==> config.mk <==
export PLATFORM = sky130hd
export DESIGN_NAME = result_writer
export DESIGN_NICKNAME = d
export VERILOG_FILES = /design/src/rtl/result_writer_pkg.sv /design/src/rtl/result_fifo.sv /design/src/rtl/result_writer.sv
export SDC_FILE = /design/constraint.sdc
export NUM_CORES = 1
export LEC_CHECK = 0
export ABC_CLOCK_PERIOD_IN_PS = 27000
export CAP_MARGIN = 10
export CORE_UTILIZATION = 45
export DETAILED_ROUTE_END_ITERATION = 8
export GPL_TIMING_DRIVEN = 0
export PLACE_DENSITY_LB_ADDON = 0.1
export SETUP_SLACK_MARGIN = 0.02
export SLEW_MARGIN = 20
export SYNTH_ARGS = -nofsm -noshare
export SYNTH_HDL_FRONTEND = slang
export SYNTH_HIERARCHICAL = 1
export SYNTH_SLANG_ARGS = --single-unit
==> constraint.sdc <==
create_clock -name clk -period 27 [get_ports clk]
set_clock_uncertainty 0.2 [all_clocks]
set_input_delay 2.7 -clock clk [delete_from_list [all_inputs] [get_ports clk]]
set_output_delay 2.7 -clock clk [all_outputs]
set_load 0.01 [all_outputs]
==> src/rtl/result_writer_pkg.sv <==
// -----------------------------------------------------------------------------
// result_writer_pkg
// Shared definitions for the result writer slice:
//   - state_t        : writer FSM states (IDLE, RUN, DONE)
//   - DEF_*          : default geometry constants used as parameter defaults
//   - clog2_min1()   : $clog2 that never returns 0, for counter/pointer widths
// Optional feature macro used by this slice: RESULT_CHECKSUM_EN
// -----------------------------------------------------------------------------
package result_writer_pkg;

  typedef enum logic [1:0] {
    IDLE = 2'd0,
    RUN  = 2'd1,
    DONE = 2'd2
  } state_t;

  localparam int DEF_PIX_W         = 8;
  localparam int DEF_PIX_PER_BEAT  = 36;
  localparam int DEF_BEATS_PER_ROW = 18;
  localparam int DEF_OUT_ROWS      = 480;

  // Width helper: a one-entry range still needs a one-bit register.
  function automatic int clog2_min1(input int v);
    return (v > 1) ? $clog2(v) : 1;
  endfunction

endpackage

==> src/rtl/result_fifo.sv <==
// -----------------------------------------------------------------------------
// result_fifo
// Small synchronous skid FIFO with show-ahead head output.
// Ports:
//   clk, rst_n : clock and asynchronous active-low reset
//   clr        : synchronous flush; a push in the same cycle lands as entry 0
//   push, din  : write request and data (accepted when not full, or when full
//                and a pop happens in the same cycle)
//   pop        : remove head (ignored when empty or during clr)
//   dout       : current head entry (valid only when !empty)
//   full/empty : occupancy flags
// DEPTH must be a power of two and at least 2.
// -----------------------------------------------------------------------------
module result_fifo
  import result_writer_pkg::*;
#(
  parameter int WIDTH = 8,
  parameter int DEPTH = 4
) (
  input  logic             clk,
  input  logic             rst_n,
  input  logic             clr,
  input  logic             push,
  input  logic             pop,
  input  logic [WIDTH-1:0] din,
  output logic [WIDTH-1:0] dout,
  output logic             full,
  output logic             empty
);

  localparam int AW = clog2_min1(DEPTH);

  logic [WIDTH-1:0] mem_reg [DEPTH];
  // One extra pointer bit distinguishes full from empty.
  logic [AW:0]      wr_ptr_reg;
  logic [AW:0]      rd_ptr_reg;
  logic             do_push;
  logic             do_pop;
  logic [AW-1:0]    wr_idx;

  assign empty   = (wr_ptr_reg == rd_ptr_reg);
  assign full    = (wr_ptr_reg[AW] != rd_ptr_reg[AW]) &&
                   (wr_ptr_reg[AW-1:0] == rd_ptr_reg[AW-1:0]);
  assign do_pop  = pop && !empty && !clr;
  // A full FIFO still takes a push when the head leaves in the same cycle.
  assign do_push = push && (clr || !full || do_pop);
  assign wr_idx  = clr ? '0 : wr_ptr_reg[AW-1:0];

  always_ff @(posedge clk or negedge rst_n) begin
    if (!rst_n) begin
      wr_ptr_reg <= '0;
      rd_ptr_reg <= '0;
    end else if (clr) begin
      rd_ptr_reg <= '0;
      wr_ptr_reg <= do_push ? (AW+1)'(1) : '0;
    end else begin
      if (do_push) wr_ptr_reg <= wr_ptr_reg + (AW+1)'(1);
      if (do_pop)  rd_ptr_reg <= rd_ptr_reg + (AW+1)'(1);
    end
  end

  // Storage carries no reset; occupancy is tracked by the pointers only.
  always_ff @(posedge clk) begin
    if (do_push) mem_reg[wr_idx] <= din;
  end

  // Show-ahead read so a beat written at edge t is presented in cycle t+1.
  assign dout = mem_reg[rd_ptr_reg[AW-1:0]];

endmodule

==> src/rtl/result_writer.sv <==
// -----------------------------------------------------------------------------
// result_writer
// Captures one frame of pixel beats and writes them, in arrival order, to a
// result memory at word address row*BEATS_PER_ROW + col. A skid FIFO absorbs
// memory stalls; beats arriving on a full FIFO are dropped and flagged.
// Ports:
//   clk, rst_n          : clock, asynchronous active-low reset
//   start               : pulse; arms (IDLE/DONE) or restarts (RUN) a frame
//   valid, pixel_in     : input beat, first pixel in MSBs, no backpressure
//   mem_ready           : memory accepts the write this cycle
//   mem_we, mem_addr,
//   mem_wdata           : memory write request (FIFO head)
//   busy / done         : FSM in RUN / in DONE
//   overflow            : sticky, a beat was dropped on a full FIFO
//   checksum            : (RESULT_CHECKSUM_EN only) mod-2^32 sum of all pixels
//                         of completed writes since the last start
// Optional feature macro: RESULT_CHECKSUM_EN
// -----------------------------------------------------------------------------
module result_writer
  import result_writer_pkg::*;
#(
  parameter int PIX_W         = DEF_PIX_W,
  parameter int PIX_PER_BEAT  = DEF_PIX_PER_BEAT,
  parameter int BEATS_PER_ROW = DEF_BEATS_PER_ROW,
  parameter int OUT_ROWS      = DEF_OUT_ROWS,
  parameter int ADDR_W        = 14,
  parameter int FIFO_DEPTH    = 4
) (
  input  logic                          clk,
  input  logic                          rst_n,
  input  logic                          start,
  input  logic                          valid,
  input  logic [PIX_W*PIX_PER_BEAT-1:0] pixel_in,
  input  logic                          mem_ready,
  output logic                          mem_we,
  output logic [ADDR_W-1:0]             mem_addr,
  output logic [PIX_W*PIX_PER_BEAT-1:0] mem_wdata,
  output logic                          busy,
  output logic                          done,
  output logic                          overflow
`ifdef RESULT_CHECKSUM_EN
  ,
  output logic [31:0]                   checksum
`endif
);

  localparam int BEAT_W = PIX_W * PIX_PER_BEAT;
  localparam int TOTAL  = BEATS_PER_ROW * OUT_ROWS;
  localparam int ACC_W  = $clog2(TOTAL + 1);
  localparam int COL_W  = clog2_min1(BEATS_PER_ROW);
  localparam int ROW_W  = clog2_min1(OUT_ROWS) + 1;

  localparam logic [COL_W-1:0] COL_LAST  = COL_W'(BEATS_PER_ROW - 1);
  localparam logic [ROW_W-1:0] ROW_LAST  = ROW_W'(OUT_ROWS - 1);
  localparam logic [ACC_W-1:0] ACC_TOTAL = ACC_W'(TOTAL);

  state_t              state_reg;
  state_t              state_next;
  logic [ACC_W-1:0]    accept_cnt_reg;
  logic [COL_W-1:0]    col_reg;
  logic [ROW_W-1:0]    row_reg;
  logic [ADDR_W-1:0]   addr_reg;
  logic                overflow_reg;

  logic                fifo_push;
  logic                fifo_full;
  logic                fifo_empty;
  logic [BEAT_W-1:0]   fifo_dout;
  logic                write_fire;
  logic                last_write;
  logic                accept_ok;
  logic                run_beat;
  logic                drop;

  result_fifo #(
    .WIDTH (BEAT_W),
    .DEPTH (FIFO_DEPTH)
  ) u_fifo (
    .clk   (clk),
    .rst_n (rst_n),
    .clr   (start),
    .push  (fifo_push),
    .pop   (write_fire),
    .din   (pixel_in),
    .dout  (fifo_dout),
    .full  (fifo_full),
    .empty (fifo_empty)
  );

  // ---------------------------------------------------------------------------
  // FSM
  // ---------------------------------------------------------------------------
  always_ff @(posedge clk or negedge rst_n) begin
    if (!rst_n) state_reg <= IDLE;
    else        state_reg <= state_next;
  end

  always_comb begin
    state_next = state_reg;
    busy       = (state_reg == RUN);
    done       = (state_reg == DONE);
    mem_we     = (state_reg == RUN) && !fifo_empty;
    write_fire = mem_we && mem_ready;
    last_write = write_fire && (row_reg == ROW_LAST) && (col_reg == COL_LAST);
    unique case (state_reg)
      IDLE:    if (start) state_next = RUN;
      RUN: begin
        if (start)           state_next = RUN;
        else if (last_write) state_next = DONE;
      end
      DONE:    if (start) state_next = RUN;
      default: state_next = IDLE;
    endcase
  end

  // ---------------------------------------------------------------------------
  // Beat admission. A start flushes the FIFO and the coincident beat becomes
  // beat 0 of the new frame. Dropped beats still count towards the frame.
  // ---------------------------------------------------------------------------
  assign accept_ok = (accept_cnt_reg < ACC_TOTAL);
  assign run_beat  = valid && (state_reg == RUN) && accept_ok;
  assign fifo_push = valid && (start || run_beat);
  assign drop      = run_beat && !start && fifo_full && !write_fire;

  always_ff @(posedge clk or negedge rst_n) begin
    if (!rst_n) begin
      accept_cnt_reg <= '0;
      col_reg        <= '0;
      row_reg        <= '0;
      addr_reg       <= '0;
      overflow_reg   <= 1'b0;
    end else if (start) begin
      accept_cnt_reg <= valid ? ACC_W'(1) : '0;
      col_reg        <= '0;
      row_reg        <= '0;
      addr_reg       <= '0;
      overflow_reg   <= 1'b0;
    end else begin
      if (run_beat) accept_cnt_reg <= accept_cnt_reg + ACC_W'(1);
      if (drop)     overflow_reg   <= 1'b1;
      if (write_fire) begin
        // Writes are strictly sequential, so a running address equals
        // row*BEATS_PER_ROW + col without a multiplier.
        addr_reg <= addr_reg + ADDR_W'(1);
        if (col_reg == COL_LAST) begin
          col_reg <= '0;
          row_reg <= row_reg + ROW_W'(1);
        end else begin
          col_reg <= col_reg + COL_W'(1);
        end
      end
    end
  end

  assign mem_addr  = addr_reg;
  assign mem_wdata = mem_we ? fifo_dout : '0;
  assign overflow  = overflow_reg;

`ifdef RESULT_CHECKSUM_EN
  // ---------------------------------------------------------------------------
  // Frame checksum over every pixel of every completed write.
  // ---------------------------------------------------------------------------
  logic [31:0] beat_sum;
  logic [31:0] checksum_reg;

  always_comb begin
    beat_sum = '0;
    for (int i = 0; i < PIX_PER_BEAT; i++) begin
      beat_sum = beat_sum + 32'(fifo_dout[i*PIX_W +: PIX_W]);
    end
  end

  always_ff @(posedge clk or negedge rst_n) begin
    if (!rst_n)          checksum_reg <= '0;
    else if (start)      checksum_reg <= '0;
    else if (write_fire) checksum_reg <= checksum_reg + beat_sum;
  end

  assign checksum = checksum_reg;
`endif

endmodule

==> impl_metrics.ini, run 1 <==
[flow_run]
maxCapViolations = 0

[synth]
synth_nets = 2436
yosysUniqueCellTypes = 51
avgSynthCellArea_um2 = 21.7
ys_warn_count = 6
synth_ff_type = edfxtp_1
async_flop_share = 0.0432
synthCells = 2136
seq_area_frac_synth = 0.776
syn_area_um2 = 46300
ys_ff_latch = 1204
synth_edf_count = 1152

[worst_setup_path]
worstPathRequired_ns = 24.10
critPathSlowestCell = clkbuf_1
critPathKind = flip-flop to output port
cp_num_buf_inv = 6
critPathLaunchType = flip-flop
end_kind = output port
cpMostUsedCell = clkbuf_1
crit_arrival_ns = 4.87
crit_family = buffers and inverters
crit_fanout = 11
path_cells = buf_6 > buf_2 > xnor2_1 > nand3_1 > inv_1 > nor2_4 > clkbuf_1 > clkbuf_1 > and2_1 > clkdlybuf4s50_1
crit_start = u_fifo/rd_ptr_reg[0]
r2r_slack_ns = 21.73
timing.rr.start = u_fifo/rd_ptr_reg[0]
crit_path_max_incr_delay_ns = 0.81

[floorplan]
rows = 117
die_y_um = 323
top_level_ports = 599
start_util = 0.454
core_area_um2 = 102000
die_area_um2 = 104000
fp.dieW_um = 323

[global_routing]
grt_usage = 0.207
antenna_found_initial = 28
overflow = 0
grt_pass1_wl_um = 157000
grt_pass1_vias = 24600
grt_start_max_net_pins = 53

[place]
dp_worst_setup_slack_ns = 19.82
dpl.hpwl_um = 71100
port_buffers = 598
gp_congestion = 0.811
dp_cells = 4135

[routing]
drtAntennaViolNets = 0
routed_wl_um = 107000
drc = 0
vias = 23000
avgRoutedWirePerCell_um = 24.4
viasPerCell = 5.25
drtPass1Iterations = 7
first_iter_violations = 1584

[outcome]
status = finished clean

[sta]
fin_crit_ns = 7.77
fin_ws_ns = 19.23
rsz0062_at_grt = false
fmax_mhz = 129
finalHoldViolCount = 0
fin_crit_sh = 0.288
finalSetupViolations = 0
maxSlewHeadroom = 0.336
tns_ns = 0
whs_ns = 0.306
drv_slew = 0
tightestPinTransition_ns = 0.997

[clock_network]
cts.htree.levels = 3
holdBufCountCts = 0
cts.path.max_buffers = 3
clk_latency_ns = 0.70
cts_sinks = 1204
post_cts_buffers = 0
post_cts_resized = 0
numCtsBuffers = 119
cts_tree = yes
root_buffer = clkbuf_16
path_clk_slew_ns = 0.06

[layout]
n_fill_cell = 7739
largest_reg_flops = 1152
drive_gt1_frac = 0.187
nets = 3188
stdcell_count = 4369
syn2layout_area_growth_pct = 26.9

[power]
vdd_drop_max_uv = 60.3
leakagePower_uw = 0.0189
p_per_area_nw_per_um2 = 84.4
p_total_uw = 4950

[hold_path]
min_path_type = flip-flop to flip-flop
min_from = overflow
## stage by stage
stage               area (µm²)  utilization
floorplan                46300            -
global placement         54000        0.530
detailed placement       54800        0.537
CTS                      58700        0.576
global route             58700        0.576
finish                   58700        0.576
## worst register-to-register path, stage by stage, from the launching register on
cell and delay (ns):
dfrtp_1 0.36, buf_6 0.11, buf_2 0.42, xnor2_1 0.24, nand3_1 0.16, inv_1 0.11
nand4bb_1 0.19, buf_2 0.20, inv_1 0.18, buf_1 0.60, o41a_1 0.44, and3_4 0.54
buf_16 0.29, buf_16 0.29, buf_12 0.26, buf_16 0.27
## cells by family (layout without fill, tap and decap cells)
logic type / after synthesis / in the layout / share of synthesized area
xor gates and xnor gates: 21 / 21 / 0.00398
adders and majority gates: 7 / 7 / 0.00189
AOI/OAI and AO/OA: 63 / 63 / 0.00871
buffers and inverters: 119 / 974 / 0.0122
DFF: 1204 / 1204 / 0.776
other: 0 / 10 / 0
muxes: 294 / 294 / 0.142
and+or+nand+nor: 428 / 428 / 0.0555
## power by group
| group | leakage (µW) | switching [µW] | internal [µW] | total (µW) |
|---|---|---|---|---|
| clock | 0.00190 | 674 | 968 | 1640 |
| combinational | 0.00573 | 547 | 619 | 1170 |
| sequential | 0.0113 | 16.6 | 2130 | 2140 |
| total | 0.0189 | 1240 | 3710 | 4950 |
## final timing paths
check,endpoint,cells after the start
max in group asynchronous,u_fifo/wr_ptr_reg[2],1
setup reg to reg,u_fifo/mem_reg[2][11],15
hold reg to reg,overflow,1
min in group asynchronous,mem_addr[4],1
hold / removal,overflow,1
setup / recovery,mem_wdata[85],10
## synth_stat cells, types with 11 or more instances
cell,number,area (µm²)
a21oi_1,22,110
and2_1,288,1800
buf_2,47,235
buf_4,14,105
clkbuf_1,43,161
dfrtp_1,52,1300
edfxtp_1,1152,34600
inv_1,11,41.3
mux4_2,288,6490
nand2_1,30,113
nand3_1,16,80.1
nor2_1,26,97.6
o21ai_0,14,70.1
xor2_1,11,96.3
## routing by layer
layer / share of wire / GRT usage / vias up
met3: 0.073 / 0.0656 / 167
met4: 0.023 / 0.0584 / 32
met5: 0.0018 / 0 / -
met2: 0.52 / 0.357 / 580
met1: 0.38 / 0.248 / 11900
li1: - / - / 10300
## layout by cell type, fill, tap and decap left out, drive strengths merged, types with 26 or more instances in the layout
master,Yosys,layout
clkbuf,43,190
mux4,288,288
clkinv,0,57
nor2,26,26
edfxtp,1152,1152
nand2,30,30
clkdlybuf4s50,0,597
and2,288,288
buf,65,99
dfrtp,52,52
## layout make-up
class,instances,area [µm²],share of cell area
Sequential cell,1204,35900,0.612
Multi-Input combinational cell,813,9820,0.167
Clock buffer,147,3170,0.0540
Buffer,108,526,0.00895
Inverter,11,41.3,0.000704
Tap cell,1368,1710,0.0292
Timing Repair Buffer,631,6770,0.115
Antenna cell,10,25.0,0.000426
Clock inverter,77,728,0.0124
Power figures use the tool's default switching activity.
==> inputs of run 2 (changes only) <==
--- a/config.mk
+++ b/config.mk
@@ -5,7 +5,7 @@
 export SDC_FILE = /design/constraint.sdc
 export NUM_CORES = 1
 export LEC_CHECK = 0
-export ABC_CLOCK_PERIOD_IN_PS = 27000
+export ABC_CLOCK_PERIOD_IN_PS = 7700
 export CAP_MARGIN = 10
 export CORE_UTILIZATION = 45
 export DETAILED_ROUTE_END_ITERATION = 8
==> constraint.sdc (replaced) <==
create_clock -name clk -period 7.7 [get_ports clk]
set_clock_uncertainty 0.2 [all_clocks]
set_input_delay 0.77 -clock clk [delete_from_list [all_inputs] [get_ports clk]]
set_output_delay 0.77 -clock clk [all_outputs]
set_load 0.01 [all_outputs]
==> run 2 against run 1 <==
Wire length is 0.24% higher. Power grew to 3.5 times the previous value. Non-clock buffer count is 3 higher. Sequential power grew to 3.5 times the previous value. Core utilization is 0.082 points lower. Global-route usage is 0.068 points higher. Final cell count hardly changed. Combinational power grew to 3.5 times the previous value. Critical path type unchanged.
==> impl_metrics.ini, run 2 (synthesis gave the netlist of run 1 again) <==
[global_routing]
antenna_found_initial = 25
grt_usage = 0.207
grt_start_max_net_pins = 53
overflow = 0
grt_pass1_vias = 24700
grt_pass1_wl_um = 158000

[place]
placed_area_um2 = 54800
gp_congestion = 0.782
port_buffers = 598
dp_worst_setup_slack_ns = 2.21
dp_cells = 4137
dpl.hpwl_um = 72100

[floorplan]
start_util = 0.454
die_area_um2 = 104000
top_level_ports = 599
die_y_um = 323
rows = 117
core_area_um2 = 102000
fp.dieW_um = 323

[layout]
nets = 3193
drive_gt1_frac = 0.189
final_common_cell = edfxtp_1
utilization = 0.575
n_fill_cell = 7738
stdcell_count = 4368
largest_reg_flops = 1152
final_cell_mix = edfxtp_1 (1152), clkdlybuf4s50_1 (597), and2_1 (288), mux4_2 (288), clkbuf_16 (121)
syn2layout_area_growth_pct = 26.7
final_cell_area_um2 = 58600

[routing]
first_iter_violations = 1358
viasPerCell = 5.28
avgRoutedWirePerCell_um = 24.5
drtPass1Iterations = 5
routed_wl_um = 107000
drc = 0
drtAntennaViolNets = 0
vias = 23100

[sta]
maxSlewHeadroom = 0.418
finalHoldViolCount = 0
finalSetupViolations = 0
drv_slew = 0
fin_ws_ns = 2.08
fin_crit_ns = 5.62
tightestPinTransition_ns = 0.874
rsz0062_at_grt = false
fin_crit_sh = 0.730
fmax_mhz = 178

[worst_setup_path]
crit_arrival_ns = 4.65
critPathKind = flip-flop to output port
timing.rr.start = u_fifo/rd_ptr_reg[0]
r2r_slack_ns = 2.36
worst_r2r_path_depth = 15
crit_fanout = 10
worstPathRequired_ns = 6.73
end_kind = output port
regToRegEndpoint = u_fifo/mem_reg[2][52]
critPathLaunchType = flip-flop

[power]
p_per_area_nw_per_um2 = 294
vdd_drop_max_uv = 227
leakagePower_uw = 0.0189

[clock_network]
post_cts_resized = 0
cts.path.max_buffers = 3
clk_latency_ns = 0.71
numCtsBuffers = 121
root_buffer = clkbuf_16
cts.htree.levels = 3
path_clk_slew_ns = 0.06
cts_sinks = 1204
cts_tree = yes

[hold_path]
min_path_type = flip-flop to flip-flop
whs_path_depth = 1
min_from = overflow
holdPathEnd = overflow

[outcome]
status = finished clean

[flow_run]
maxCapViolations = 0
==> run 2: changes by cell type in the layout (fill, tap and decap cells not counted), moves of 2 or more <==
| cell | previous run | this run |
|---|---|---|
| buf_12 | 16 | 24 |
| bufinv_16 | 15 | 8 |
| clkinv_1 | 39 | 32 |
| buf_16 | 17 | 11 |
| diode_2 | 10 | 4 |
| clkbuf_1 | 66 | 70 |
| clkbuf_8 | 0 | 4 |
| clkinv_2 | 18 | 21 |
| clkinv_8 | 0 | 3 |
| clkbuf_16 | 123 | 121 |
| inv_16 | 0 | 2 |
==> run 2: layout make-up <==
| class | count | area (µm²) | area share |
|---|---|---|---|
| diodes | 4 | 10.0 | 0.000171 |
| plain buffers | 108 | 526 | 0.00897 |
| clock buffers | 153 | 3190 | 0.0544 |
| clock inverters | 73 | 634 | 0.0108 |
| inverters | 11 | 41.3 | 0.000705 |
| multi-input cells | 813 | 9820 | 0.168 |
| flip-flops and latches | 1204 | 35900 | 0.613 |
| well taps | 1368 | 1710 | 0.0292 |
| repair buffers | 634 | 6780 | 0.116 |
==> run 2: worst max-delay path: stages, from the launching register on <==
cell             delay [ns]
dfrtp_1                0.37
buf_6                  0.12
buf_2                  0.39
xnor2_1                0.24
nand3_1                0.16
inv_1                  0.12
nor2_4                 0.36
buf_16                 0.21
clkbuf_2               0.46
clkbuf_1               0.63
and2_1                 0.24
clkdlybuf4s50_1        0.63
==> run 2: power breakdown <==
part | switching (µW) | internal, µW | total [µW]
logic | 1940 | 2180 | 4120
registers | 59.6 | 7460 | 7520
clock network | 2410 | 3200 | 5610
==> run 2: repair_timing <==
| action | 4_1_cts | 5_1_grt |
|---|---|---|
| hold buffers | 1 | 0 |
| hold endpoints to repair | 52 | 0 |
| buffers inserted | 0 | 0 |
==> run 2: layer usage <==
layer,up-vias,part of all wire,GRT usage
li1,10200,-,-
met1,12000,0.38,0.250
met2,580,0.52,0.361
met3,181,0.071,0.0634
met4,36,0.022,0.0548
met5,-,0.0023,0
==> run 2: worst max-delay path by stage <==
stage / to / startpoint / cells after the start
3_5_place_dp: mem_wdata[173] / u_fifo/rd_ptr_reg[0] / 11
6_report: mem_wdata[173] / u_fifo/rd_ptr_reg[0] / 11
4_1_cts: mem_wdata[173] / u_fifo/rd_ptr_reg[0] / 11
2_1_floorplan: u_fifo/mem_reg[2][0] / u_fifo/rd_ptr_reg[0] / 11
5_1_grt: mem_wdata[86] / u_fifo/rd_ptr_reg[0] / 10
3_3_place_gp: u_fifo/mem_reg[0][52] / u_fifo/rd_ptr_reg[0] / 11
==> run 2: through the flow <==
stage | total power (µW) | hold WS [ns] | TNS (ns)
after floorplan | 9670 | 0.274 | 0
after global placement | 11800 | 0.286 | -2867.17
after detailed placement | 11900 | 0.287 | 0
after CTS | 17500 | 0.300 | 0
after global routing | 17900 | 0.340 | 0
final | 17200 | 0.294 | 0
